<file path="src/rtl/mult_sequencer.sv">
// Control FSM for the N-bit signed shift-add multiplier datapath: clear/load,
// N add/shift rounds (the last one subtracts), then hold DONE until Run drops.
module mult_sequencer #(
  parameter int N             = 8,
  parameter bit SKIP_ZERO_ADD = 1'b0
) (
  input  logic                 Clk,
  input  logic                 Reset_n,
  input  logic                 Clr_Ld,
  input  logic                 Run,
  input  logic                 M,
  output logic                 CLXA,
  output logic                 Ld_B,
  output logic                 Add,
  output logic                 Subtract,
  output logic                 Shift,
  output logic                 Busy,
  output logic                 Done,
  output logic [$clog2(N)-1:0] Round
);

  localparam int CW = $clog2(N);
  localparam logic [CW-1:0] LAST = CW'(N - 1);

  typedef enum logic [2:0] {
    IDLE  = 3'd0,
    CLRA  = 3'd1,
    ADD   = 3'd2,
    SHIFT = 3'd3,
    DONE  = 3'd4
  } state_t;

  state_t        state;
  logic [CW-1:0] cnt;
  logic          add_en;

  always_ff @(posedge Clk or negedge Reset_n) begin
    if (!Reset_n) begin
      state <= IDLE;
      cnt   <= '0;
    end else begin
      case (state)
        IDLE:  if (Run && !Clr_Ld) state <= CLRA;
        CLRA: begin
          cnt   <= '0;
          state <= ADD;
        end
        ADD:   state <= SHIFT;
        SHIFT: begin
          if (cnt == LAST) begin
            state <= DONE;
          end else begin
            cnt   <= cnt + 1'b1;
            state <= ADD;
          end
        end
        // Waiting for Run to drop prevents a held button from retriggering.
        DONE:  if (!Run) state <= IDLE;
        default: state <= IDLE;
      endcase
    end
  end

  // The add enable is suppressed on zero multiplier bits only when skipping is enabled.
  assign add_en = SKIP_ZERO_ADD ? M : 1'b1;

  always_comb begin
    CLXA     = 1'b0;
    Ld_B     = 1'b0;
    Add      = 1'b0;
    Subtract = 1'b0;
    Shift    = 1'b0;
    Busy     = 1'b0;
    Done     = 1'b0;
    Round    = '0;
    case (state)
      IDLE: begin
        // Gated by Reset_n so the button cannot drive the datapath while in reset.
        CLXA = Clr_Ld && Reset_n;
        Ld_B = Clr_Ld && Reset_n;
      end
      CLRA: begin
        CLXA = 1'b1;
        Busy = 1'b1;
      end
      ADD: begin
        Add      = add_en;
        Subtract = add_en && (cnt == LAST);
        Busy     = 1'b1;
        Round    = cnt;
      end
      SHIFT: begin
        Shift = 1'b1;
        Busy  = 1'b1;
        Round = cnt;
      end
      DONE:    Done = 1'b1;
      default: ;
    endcase
  end

endmodule

</file>
<file path="config.mk">
export PLATFORM = sky130hd
export DESIGN_NAME = mult_sequencer
export DESIGN_NICKNAME = d
export VERILOG_FILES = /design/src/rtl/mult_sequencer.sv
export SDC_FILE = /design/constraint.sdc
export NUM_CORES = 1
export LEC_CHECK = 0
export CORE_AREA = 8 8 45 47
export CTS_BUF_LIST = sky130_fd_sc_hd__clkbuf_4
export CTS_CLUSTER_SIZE = 12
export DETAILED_ROUTE_END_ITERATION = 16
export DIE_AREA = 0 0 53 55
export GPL_TIMING_DRIVEN = 0
export MAX_ROUTING_LAYER = met4
export SLEW_MARGIN = 20
export SYNTH_ARGS = -nofsm -noshare
export SYNTH_HDL_FRONTEND = slang
export SYNTH_SLANG_ARGS = --single-unit
export TNS_END_PERCENT = 1
</file>
<file path="constraint.sdc">
create_clock -name Clk -period 1.8 [get_ports Clk]
set_input_delay 0.54 -clock Clk [delete_from_list [all_inputs] [get_ports Clk]]
set_output_delay 0.54 -clock Clk [all_outputs]
set_load 0.01 [all_outputs]
</file>
==> metrics.md, run 1 <==
| Metric | Value |
|---|---|
| Netlist cell types | 19 |
| CP max stage cell | dfrtp_2 |
| Worst setup margin | -0.0164 ns |
| FF/Latch Area | 154 µm² |
| Top delay family on crit path | simple AND/OR/NAND/NOR gates |
| DRC violations left | 0 |
| Hold buffers post-CTS | 0 |
| Period utilisation layout | 101% |
| Clk_lat worst skew | 0.23 ns |
| Wirelength per Cell | 12.4 µm |
| # fillers | 150 |
| Crit path buffers/inverters | 1 |
| Vias per inst | 4.62 |
| Syn Area/Cell | 9.10 µm² |
| Initial antenna violation count | 0 |
| Die height | 55 µm |
| Setup Skew | 0.00179 ns |
| Most Frequent Cell on Critical Path | and2b_4 |
| Chip width | 53 µm |
| I/O Buffers | 13 |
| Number of CTS-inserted buffers | 3 |
| Failing checks | negative setup slack |
| CP Depth | 4 |
| Synth warn | 0 |
| GRT Total Usage | 7.24% |
| Crit Path Class | reg -> out |
| Critical Path AT | 1.28 ns |
| Outcome | complete, but fails checks |
| Layout cell share with drive strength beyond 1 | 51.5% |
| CTS tree | yes |
| I/O pin cnt | 15 |
| Post-DRT Antenna Nets | 0 |
| Power Total | 1.02 mW |
| Clock transition at path regs | 0.04 ns |
| Area of the multi-input gates | 235 µm² |
| Remaining Overflow, GRT | 0 |
| First-pass GRT wire length | 1.52 mm |
| Highest-count cells in the layout ignoring fill and taps | buf_4 (10), buf_2 (7), and2_1 (6) |
| Row count | 14 |
| Final Core Density | 43.4% |
| Main flop type after synthesis | dfrtp_1 |
| Setup Total Neg Slack | -0.0280 ns |
| Minimum clock period | 1.82 ns |
| Vias | 379 |
| Critical Path End Type | primary output |
| CORE AREA | 0.00138 mm² |
| Post-Synthesis Cells | 40 |
| Max-slew violation count | 0 |
| Seq/Total Area, Yosys | 41.2% |
| Die area | 0.00292 mm² |
| Slowest Stage Delay on Critical Path | 0.42 ns |
| Post-DP HPWL | 663 µm |
| Worst path required time | 1.26 ns |
| Pwr Density | 1700 mW/mm² |
| Vias in the first global route | 340 |
| Post-Syn Nets | 47 |
| Worst VDD drop | 0.518 mV |
| Setup violations, final | 4 |
| Layout Nets | 75 |
| RSZ-0062 raised after global routing | true |
| Yosys reg bits | 6 |
| Most common cell after layout, fill and taps aside | buf_4 |
| Layout area overhead | 64.9% |
| Final hold vios | 0 |
| Antenna cells | 0 |
| Post-Syn Area | 364 µm² |
| Drt initial violations | 3 |
| Top achievable clock speed | 0.551 GHz |
| Largest net degree at the start of global routing | 9 |
| GPL Wtd Cong | 0.704 |
| TritonRoute pass-1 iters | 2 |
| Slew margin rel. | 88.1% |
| Initial Util | 26.3% |
| Maximum capacitance violations | 0 |
| Max FO, Critical Path | 4 |
| Drt total wl | 1.02 mm |
| H-Tree Depth | 1 |
| Worst reg2reg path depth | 5 |
| Clock Path Buffers | 2 |
| Startpoint types | register |
| CP cell instances | and2b_4 -> and2b_4 -> and2_4 -> buf_6 |
| Clock sink count | 6 |
| Worst min-delay path category | in -> async |
| Pleak | 0.291 nW |
| CTS root buf | clkbuf_4 |
| Post-synth EDFFs | 0 |
| Slew @ Worst Pin | 0.177 ns |
| Asr flop ratio synth | 100% |
cells in the mapped netlist (2+ instances only):
library cell	count	area share (%)
and2_1	6	10
dfrtp_1	6	41
nor3_1	3	4.1
o21ai_0	3	4.1
o21ai_1	3	4.1
a21oi_1	2	2.7
and2b_4	2	5.5
ha_1	2	6.9
nand2_1	2	2.1
nor2_1	2	2.1
flip-flops by register name, summed over array words and instances (netlist names):
register and flops:
state 3, cnt 3
cell families after synthesis:
| group | Yosys count | share of synthesized area (%) |
|---|---|---|
| AND/OR/NAND/NOR | 22 | 37.1 |
| AO/OA/AOI/OAI | 9 | 13.7 |
| flip-flops | 6 | 41.2 |
| adder cells (fa/ha/maj) | 2 | 6.87 |
| buffers and inverters | 1 | 1.03 |
metal layers:
metal,wire (µm),track usage (%)
met3,76,2.41
met4,8,5.17
met2,488,11.3
met5,0,-
met1,444,7.53
power by group:
part	total, mW	internal, mW	switching, mW
clock network	0.114	0.0748	0.0396
logic	0.642	0.351	0.291
registers	0.264	0.200	0.0639
total	1.02	0.625	0.395
worst paths after layout:
check	start	endpoint	slack (ns)
setup / recovery	state[2]	Subtract	-0.02
hold / removal	Reset_n	cnt[0]	0.23
setup reg to reg	cnt[0]	cnt[0]	0.53
hold reg to reg	state[2]	state[1]	0.48
max in group asynchronous	Reset_n	state[1]	1.39
min in group Clk	state[2]	state[1]	0.48
through the flow:
step / setup WS, ns / hold WS, ns / cell area (µm²) / instances
global route: -0.0519 / 0.236 / 601 / 82
finish: -0.0164 / 0.231 / 601 / 82
detailed placement: -0.784 / 0.546 / 514 / 69
floorplan: 0.267 / 0.244 / 364 / 40
CTS: -0.148 / 0.220 / 567 / 80
global placement: -0.767 / 0.534 / 514 / 69
what timing repair did:
item / in CTS / in global routing
pin swaps: 1 / 1
endpoints found under the setup margin: 10 / 5
buffers inserted: 8 / 2
resized for setup: 41 / 8
cell type report:
type,instances,share of cell area [%]
Timing Repair Buffer,23,27.5
Tap cell,16,3.33
Clock buffer,3,3.75
Inverter,1,0.625
Multi-Input combinational cell,33,39.2
Sequential cell,6,25.6
(Power assumes the default switching activity.)
==> run 2, diff against run 1 <==
--- a/config.mk
+++ b/config.mk
@@ -7,10 +7,9 @@
 export LEC_CHECK = 0
 export CORE_AREA = 8 8 45 47
 export CTS_BUF_LIST = sky130_fd_sc_hd__clkbuf_4
-export CTS_CLUSTER_SIZE = 12
+export CTS_CLUSTER_SIZE = 10
 export DETAILED_ROUTE_END_ITERATION = 16
 export DIE_AREA = 0 0 53 55
-export GPL_TIMING_DRIVEN = 0
 export MAX_ROUTING_LAYER = met4
 export SLEW_MARGIN = 20
 export SYNTH_ARGS = -nofsm -noshare
==> run 2 against run 1 <==
The run now ends clean; count of clock-buffer cells in the layout unchanged; critical path depth unchanged; hold slack better by 0.17 ns; total power increased by 5.5%; setup slack gained 0.019 ns; final cell count rose by 4.9%; maximum frequency increased by 1.0%; critical endpoint unchanged; largest cell class unchanged; highest routed layer unchanged.
==> metrics.md, run 2 (synthesized netlist as in run 1, its figures left out) <==
| Metric | Value |
|---|---|
| Outcome | completed (was complete, but fails checks) |
| Cells after DPL | 81 (was 69) |
| Worst setup margin | 0.00231 ns (was -0.0164 ns) |
| Drt total wl | 907 µm (was 1.02 mm) |
| H-Tree Depth | 1 (unchanged) |
| Seq pwr share | 23.7% (was 25.8%) |
| Startpoint types | register (unchanged) |
| Largest net degree at the start of global routing | 8 (was 9) |
| TritonRoute pass-1 iters | 4 (was 2) |
| Clock Path Buffers | 2 (unchanged) |
| Antenna cells | 0 (unchanged) |
| Die height | 55 µm (unchanged) |
| Minimum clock period | 1.80 ns (was 1.82 ns) |
| Hold buffers post-CTS | 0 (unchanged) |
| # fillers | 153 (was 150) |
| Worst reg2reg path depth | 6 (was 5) |
| Pleak | 0.320 nW (was 0.291 nW) |
| Layout area overhead | 75.9% (was 64.9%) |
| Post-DRT Antenna Nets | 0 (unchanged) |
| I/O pin cnt | 15 (unchanged) |
| I/O Buffers | 13 (unchanged) |
| Row count | 14 (unchanged) |
| RSZ-0062 raised after global routing | true (unchanged) |
| Initial Util | 26.3% (unchanged) |
| Pre-CTS WS | -0.556 ns (was -0.784 ns) |
| Slew margin rel. | 87.9% (was 88.1%) |
| Max FO, Critical Path | 4 (unchanged) |
| Vias per inst | 4.43 (was 4.62) |
| Layout Nets | 79 (was 75) |
| Highest-count cells in the layout ignoring fill and taps | buf_4 (12), dfrtp_1 (5), buf_2 (5), and2_1 (4), buf_6 (4) (was buf_4 (10), buf_2 (7), and2_1 (6)) |
| Maximum capacitance violations | 0 (unchanged) |
| Final std cells w/o fill | 86 (was 82) |
| Layout cell share with drive strength beyond 1 | 51.4% (was 51.5%) |
| Slew @ Worst Pin | 0.181 ns (was 0.177 ns) |
| Max-slew violation count | 0 (unchanged) |
| Clock sink count | 6 (unchanged) |
| Setup violations, final | 0 (was 4) |
| FF-to-FF Start | cnt[0] (unchanged) |
| CORE AREA | 0.00138 mm² (unchanged) |
| GRT Total Usage | 7.24% (about the same) |
| Comb power frac | 65.5% (was 62.9%) |
| Number of CTS-inserted buffers | 3 (unchanged) |
| Vias in the first global route | 365 (was 340) |
| Regs by FF count | cnt: 3 flops, state: 3 flops (unchanged) |
| Wirelength per Cell | 10.5 µm (was 12.4 µm) |
| Top achievable clock speed | 0.556 GHz (was 0.551 GHz) |
| DRC violations left | 0 (unchanged) |
| CTS root buf | clkbuf_4 (unchanged) |
| Reg-to-reg slack, setup | 0.42 ns (was 0.53 ns) |
| Remaining Overflow, GRT | 0 (unchanged) |
| Clk pwr share | 10.8% (was 11.2%) |
| Period utilisation layout | 99.9% (was 101%) |
| Worst min-delay path category | in -> async (unchanged) |
| Worst path required time | 1.26 ns (about the same) |
| Pwr Density | 1680 mW/mm² (was 1700 mW/mm²) |
| First-pass GRT wire length | 1.48 mm (was 1.52 mm) |
| CTS tree | yes (unchanged) |
| Critical Path AT | 1.26 ns (was 1.28 ns) |
| Post-DP HPWL | 757 µm (was 663 µm) |
| Most common cell after layout, fill and taps aside | buf_4 (unchanged) |
| Reg-to-reg endpoint | cnt[2] (was cnt[0]) |
| Critical Path End Type | primary output (unchanged) |
| GPL Wtd Cong | 0.682 (was 0.704) |
| Vias | 381 (was 379) |
| Setup Skew | 0.000613 ns (was 0.00179 ns) |
| Clock transition at path regs | 0.04 ns (about the same) |
| Final hold vios | 0 (unchanged) |
| Die area | 0.00292 mm² (unchanged) |
| Worst VDD drop | 0.601 mV (was 0.518 mV) |
| Initial antenna violation count | 0 (unchanged) |
| Switch share | 36.0% (was 38.7%) |
| Chip width | 53 µm (unchanged) |
| Switching power | 0.387 mW (was 0.395 mW) |
| Crit Path Class | reg -> out (unchanged) |
| Internal power | 0.689 mW (was 0.625 mW) |
| Drt initial violations | 2 (was 3) |
| Clk_lat worst skew | 0.24 ns (was 0.23 ns) |
-- run 2: cell count changes in the layout (fill, tap and decap cells not counted), sizes merged --
cell           previous run  this run
buf                      18        21
clkdlybuf4s15             1         2
-- run 2: area by class of cell --
class / instances / area [µm²] / area share, %
Multi-Input combinational cell: 33 / 230 / 35.9
Timing Repair Buffer: 27 / 213 / 33.2
Sequential cell: 6 / 151 / 23.6
Clock buffer: 3 / 22.5 / 3.52
Tap cell: 16 / 20.0 / 3.13
Inverter: 1 / 3.75 / 0.586
-- run 2: power by group through the flow --
stage | clock network [mW] | registers (mW) | logic, mW
floorplan | 0 | 0.253 | 0.316
global placement | 0 | 0.242 | 0.702
detailed placement | 0 | 0.245 | 0.711
CTS | 0.123 | 0.244 | 0.641
global route | 0.134 | 0.266 | 0.778
finish | 0.116 | 0.255 | 0.705
-- run 2: critical path, cell delays in order (launching register included) --
cell and delay (ns):
dfrtp_1 0.42, and2b_4 0.20, and2b_4 0.16, and2_4 0.13, buf_6 0.11
-- run 2: per-layer routing --
| layer | vias to the layer above | GRT usage [%] | wire length (µm) |
|---|---|---|---|
| li1 | 198 | - | - |
| met1 | 168 | 7.23 | 416 |
| met2 | 11 | 10.7 | 401 |
| met3 | 4 | 2.14 | 60 |
| met4 | 0 | 7.76 | 29 |
| met5 | - | - | 0 |
-- run 2: what timing repair did --
item	in CTS	in global routing
gates resized for setup	36	12
setup buffers	1	1
endpoints found under the setup margin	10	9
pin swaps	1	5
-- run 2: worst max path at each step --
stage	startpoint	endpoint	slack (ns)	cells past startpoint
2_1_floorplan	state[2]	Subtract	0.27	3
3_3_place_gp	Reset_n	CLXA	-0.55	4
3_5_place_dp	Reset_n	CLXA	-0.56	4
4_1_cts	state[1]	Subtract	0.002	4
5_1_grt	state[1]	Ld_B	-0.04	5
6_report	state[1]	Subtract	0.002	4
-- run 2: stage by stage --
stage | util (%) | power [mW] | hold slack, ns | area (µm²) | TNS [ns]
after global routing | 46.3 | 1.18 | 0.424 | 641 | -0.140
after CTS | 43.6 | 1.01 | 0.368 | 603 | 0
after floorplan | - | 0.569 | 0.244 | 364 | 0
after detailed placement | 43.7 | 0.956 | 0.525 | 604 | -1.65
after global placement | 43.7 | 0.944 | 0.524 | 604 | -1.57
final | 46.3 | 1.08 | 0.405 | 641 | 0
==> run 3, diff against run 2 <==
==> constraint.sdc (replaced) <==
create_clock -name Clk -period 2.1 [get_ports Clk]
set_input_delay 0.63 -clock Clk [delete_from_list [all_inputs] [get_ports Clk]]
set_output_delay 0.63 -clock Clk [all_outputs]
set_load 0.01 [all_outputs]
==> run 3 against run 2 <==
Die area is the same; critical path depth is the same; critical endpoint unchanged; count of clock-buffer cells in the layout is the same; critical path type unchanged; largest power group unchanged; first-iteration DRC count shrank 50%; largest cell class unchanged; combinational power shrank 38%; setup slack gained 0.087 ns.
==> metrics.md, run 3 (synthesized netlist as in run 1, its figures left out) <==
| Metric | Value |
|---|---|
| Outcome | completed (unchanged) |
| Clock transition at path regs | 0.04 ns (about the same) |
| First-pass GRT wire length | 1.32 mm (was 1.48 mm) |
| Final hold vios | 0 (unchanged) |
| Crit Path Class | reg -> out (unchanged) |
| Power Total | 0.761 mW (was 1.08 mW) |
| Pleak | 0.292 nW (was 0.320 nW) |
| Most Frequent Cell on Critical Path | ha_1 (was and2b_4) |
| Max FO, Critical Path | 4 (unchanged) |
| Met2 WL | 347 µm (was 401 µm) |
| Critical Path End Type | primary output (unchanged) |
| Critical Path AT | 1.38 ns (was 1.26 ns) |
| Pwr Density | 1360 mW/mm² (was 1680 mW/mm²) |
| Setup violations, final | 0 (unchanged) |
| Top delay family on crit path | adder cells (was simple AND/OR/NAND/NOR gates) |
| Drt initial violations | 1 (was 2) |
| RSZ-0062 raised after global routing | false (was true) |
| Clk pwr share | 12.9% (was 10.8%) |
| Slew margin rel. | 88.7% (was 87.9%) |
| Pre-CTS WS | -0.428 ns (was -0.556 ns) |
| Layout Nets | 69 (was 79) |
| GPL Wtd Cong | 0.698 (was 0.682) |
| Setup Skew | 0.000706 ns (was 0.000613 ns) |
| CP max stage cell | dfrtp_1 (unchanged) |
| Routed met3 length | 82 µm (was 60 µm) |
| Final std cells w/o fill | 76 (was 86) |
| Highest Signal Layer | met4 (unchanged) |
| Clock Path Buffers | 2 (unchanged) |
| Post-DP HPWL | 693 µm (was 757 µm) |
| CORE AREA | 0.00138 mm² (unchanged) |
| Post-placement cell area | 544 µm² (was 604 µm²) |
| Worst path required time | 1.47 ns (was 1.26 ns) |
| Initial antenna violation count | 0 (unchanged) |
| Slowest Stage Delay on Critical Path | 0.39 ns (was 0.42 ns) |
| Row count | 14 (unchanged) |
| Vias per inst | 4.33 (was 4.43) |
| GRT Total Usage | 6.51% (was 7.24%) |
| I/O Buffers | 13 (unchanged) |
| TritonRoute pass-1 iters | 2 (was 4) |
| CTS root buf | clkbuf_4 (unchanged) |
| Initial Util | 26.3% (unchanged) |
| Wirelength per Cell | 10.6 µm (was 10.5 µm) |
| Period utilisation layout | 95.7% |
| Vias in the first global route | 320 (was 365) |
| # fillers | 152 (was 153) |
| Drt total wl | 804 µm (was 907 µm) |
| Minimum clock period | 2.01 ns |
| Setup Buffers After CTS | 0 (was 1) |
| CTS tree | yes (unchanged) |
| Maximum capacitance violations | 0 (unchanged) |
| Comb power frac | 57.6% (was 65.5%) |
| DRC violations left | 0 (unchanged) |
| Layout area overhead | 53.6% (was 75.9%) |
| Regs by FF count | cnt: 3 flops, state: 3 flops (unchanged) |
| H-Tree Depth | 1 (unchanged) |
| Met1 WL | 360 µm (was 416 µm) |
| Switching power | 0.289 mW (was 0.387 mW) |
| Setup Total Neg Slack | 0 ns (unchanged) |
| CP cell instances | ha_1 -> ha_1 -> and2_4 -> clkdlybuf4s15_1 (was and2b_4 -> and2b_4 -> and2_4 -> buf_6) |
| Design area | 559 µm² (was 641 µm²) |
| Cells after DPL | 73 (was 81) |
| Antenna cells | 0 (unchanged) |
| Max-slew violation count | 0 (unchanged) |
| Clock sink count | 6 (unchanged) |
| Worst min-delay path category | in -> async (unchanged) |
| Die height | 55 µm (unchanged) |
| Slew @ Worst Pin | 0.169 ns (was 0.181 ns) |
| Switch share | 38.0% (was 36.0%) |
| Clk_lat worst skew | 0.23 ns (was 0.24 ns) |
| Top achievable clock speed | 0.497 GHz |
| Die area | 0.00292 mm² (unchanged) |
| Worst VDD drop | 0.484 mV (was 0.601 mV) |
| Number of CTS-inserted buffers | 3 (unchanged) |
| Vias | 329 (was 381) |
| Crit path buffers/inverters | 1 (unchanged) |
| Worst setup margin | 0.0897 ns (was 0.00231 ns) |
| Largest net degree at the start of global routing | 9 (was 8) |
| Remaining Overflow, GRT | 0 (unchanged) |
| Hold buffers post-CTS | 0 (unchanged) |
| I/O pin cnt | 15 (unchanged) |
| Startpoint types | register (unchanged) |
| Highest-count cells in the layout ignoring fill and taps | and2_1 (6), dlygate4sd2_1 (6), dfrtp_1 (4), buf_4 (4) (was buf_4 (12), dfrtp_1 (5), buf_2 (5), and2_1 (4), buf_6 (4)) |
| Layout cell share with drive strength beyond 1 | 26.7% (was 51.4%) |
| Chip width | 53 µm (unchanged) |
| Final Core Density | 40.4% (was 46.3%) |
| Fin Hold WS | 0.365 ns (was 0.405 ns) |
| Internal power | 0.472 mW (was 0.689 mW) |
| Post-DRT Antenna Nets | 0 (unchanged) |
| Seq pwr share | 29.5% (was 23.7%) |
[run 3: final timing paths]
path | from | end | slack (ns) | cells after the start
hold / removal | Reset_n | state[1] | 0.36 | 2
max in group asynchronous | Reset_n | state[0] | 1.62 | 2
setup reg to reg | cnt[0] | cnt[2] | 0.64 | 6
min in group Clk | state[0] | state[0] | 0.54 | 1
setup / recovery | cnt[0] | Subtract | 0.09 | 4
hold reg to reg | state[0] | state[0] | 0.54 | 1
[run 3: layer usage]
layer | vias up | GRT usage [%]
li1 | 180 | -
met2 | 9 | 8.79
met4 | 0 | 7.76
met1 | 138 | 6.94
met5 | - | -
met3 | 2 | 1.87
[run 3: final cells by class]
type	instances	area, µm²	share of cell area, %
sequential	6	153	27.3
multi-input combinational	33	210	37.6
clock buffer	3	22.5	4.03
tap	16	20.0	3.58
inverter	1	3.75	0.671
timing repair buffer	17	150	26.8
[run 3: worst reg2reg max path: cells and delay by family (launching register included)]
kind                       cells  cell delay (ns)
AOI/OAI and AO/OA              2             0.24
adders and majority gates      2             0.40
DFF                            1             0.39
and+or+nand+nor                1             0.16
buffers and inverters          1             0.14
[run 3: power groups by stage]
stage               combinational (mW)  sequential (mW)  clock [mW]
global placement                 0.499            0.222           0
detailed placement               0.507            0.222           0
floorplan                        0.271            0.217           0
finish                           0.438            0.225      0.0982
CTS                              0.453            0.223       0.105
global route                     0.494            0.234       0.114
[run 3: timing repair]
item | in CTS | in global routing
endpoints found under the setup margin | 9 | 4
pin swaps | 0 | 1
gates resized for setup | 16 | 5
cloned | 0 | 0
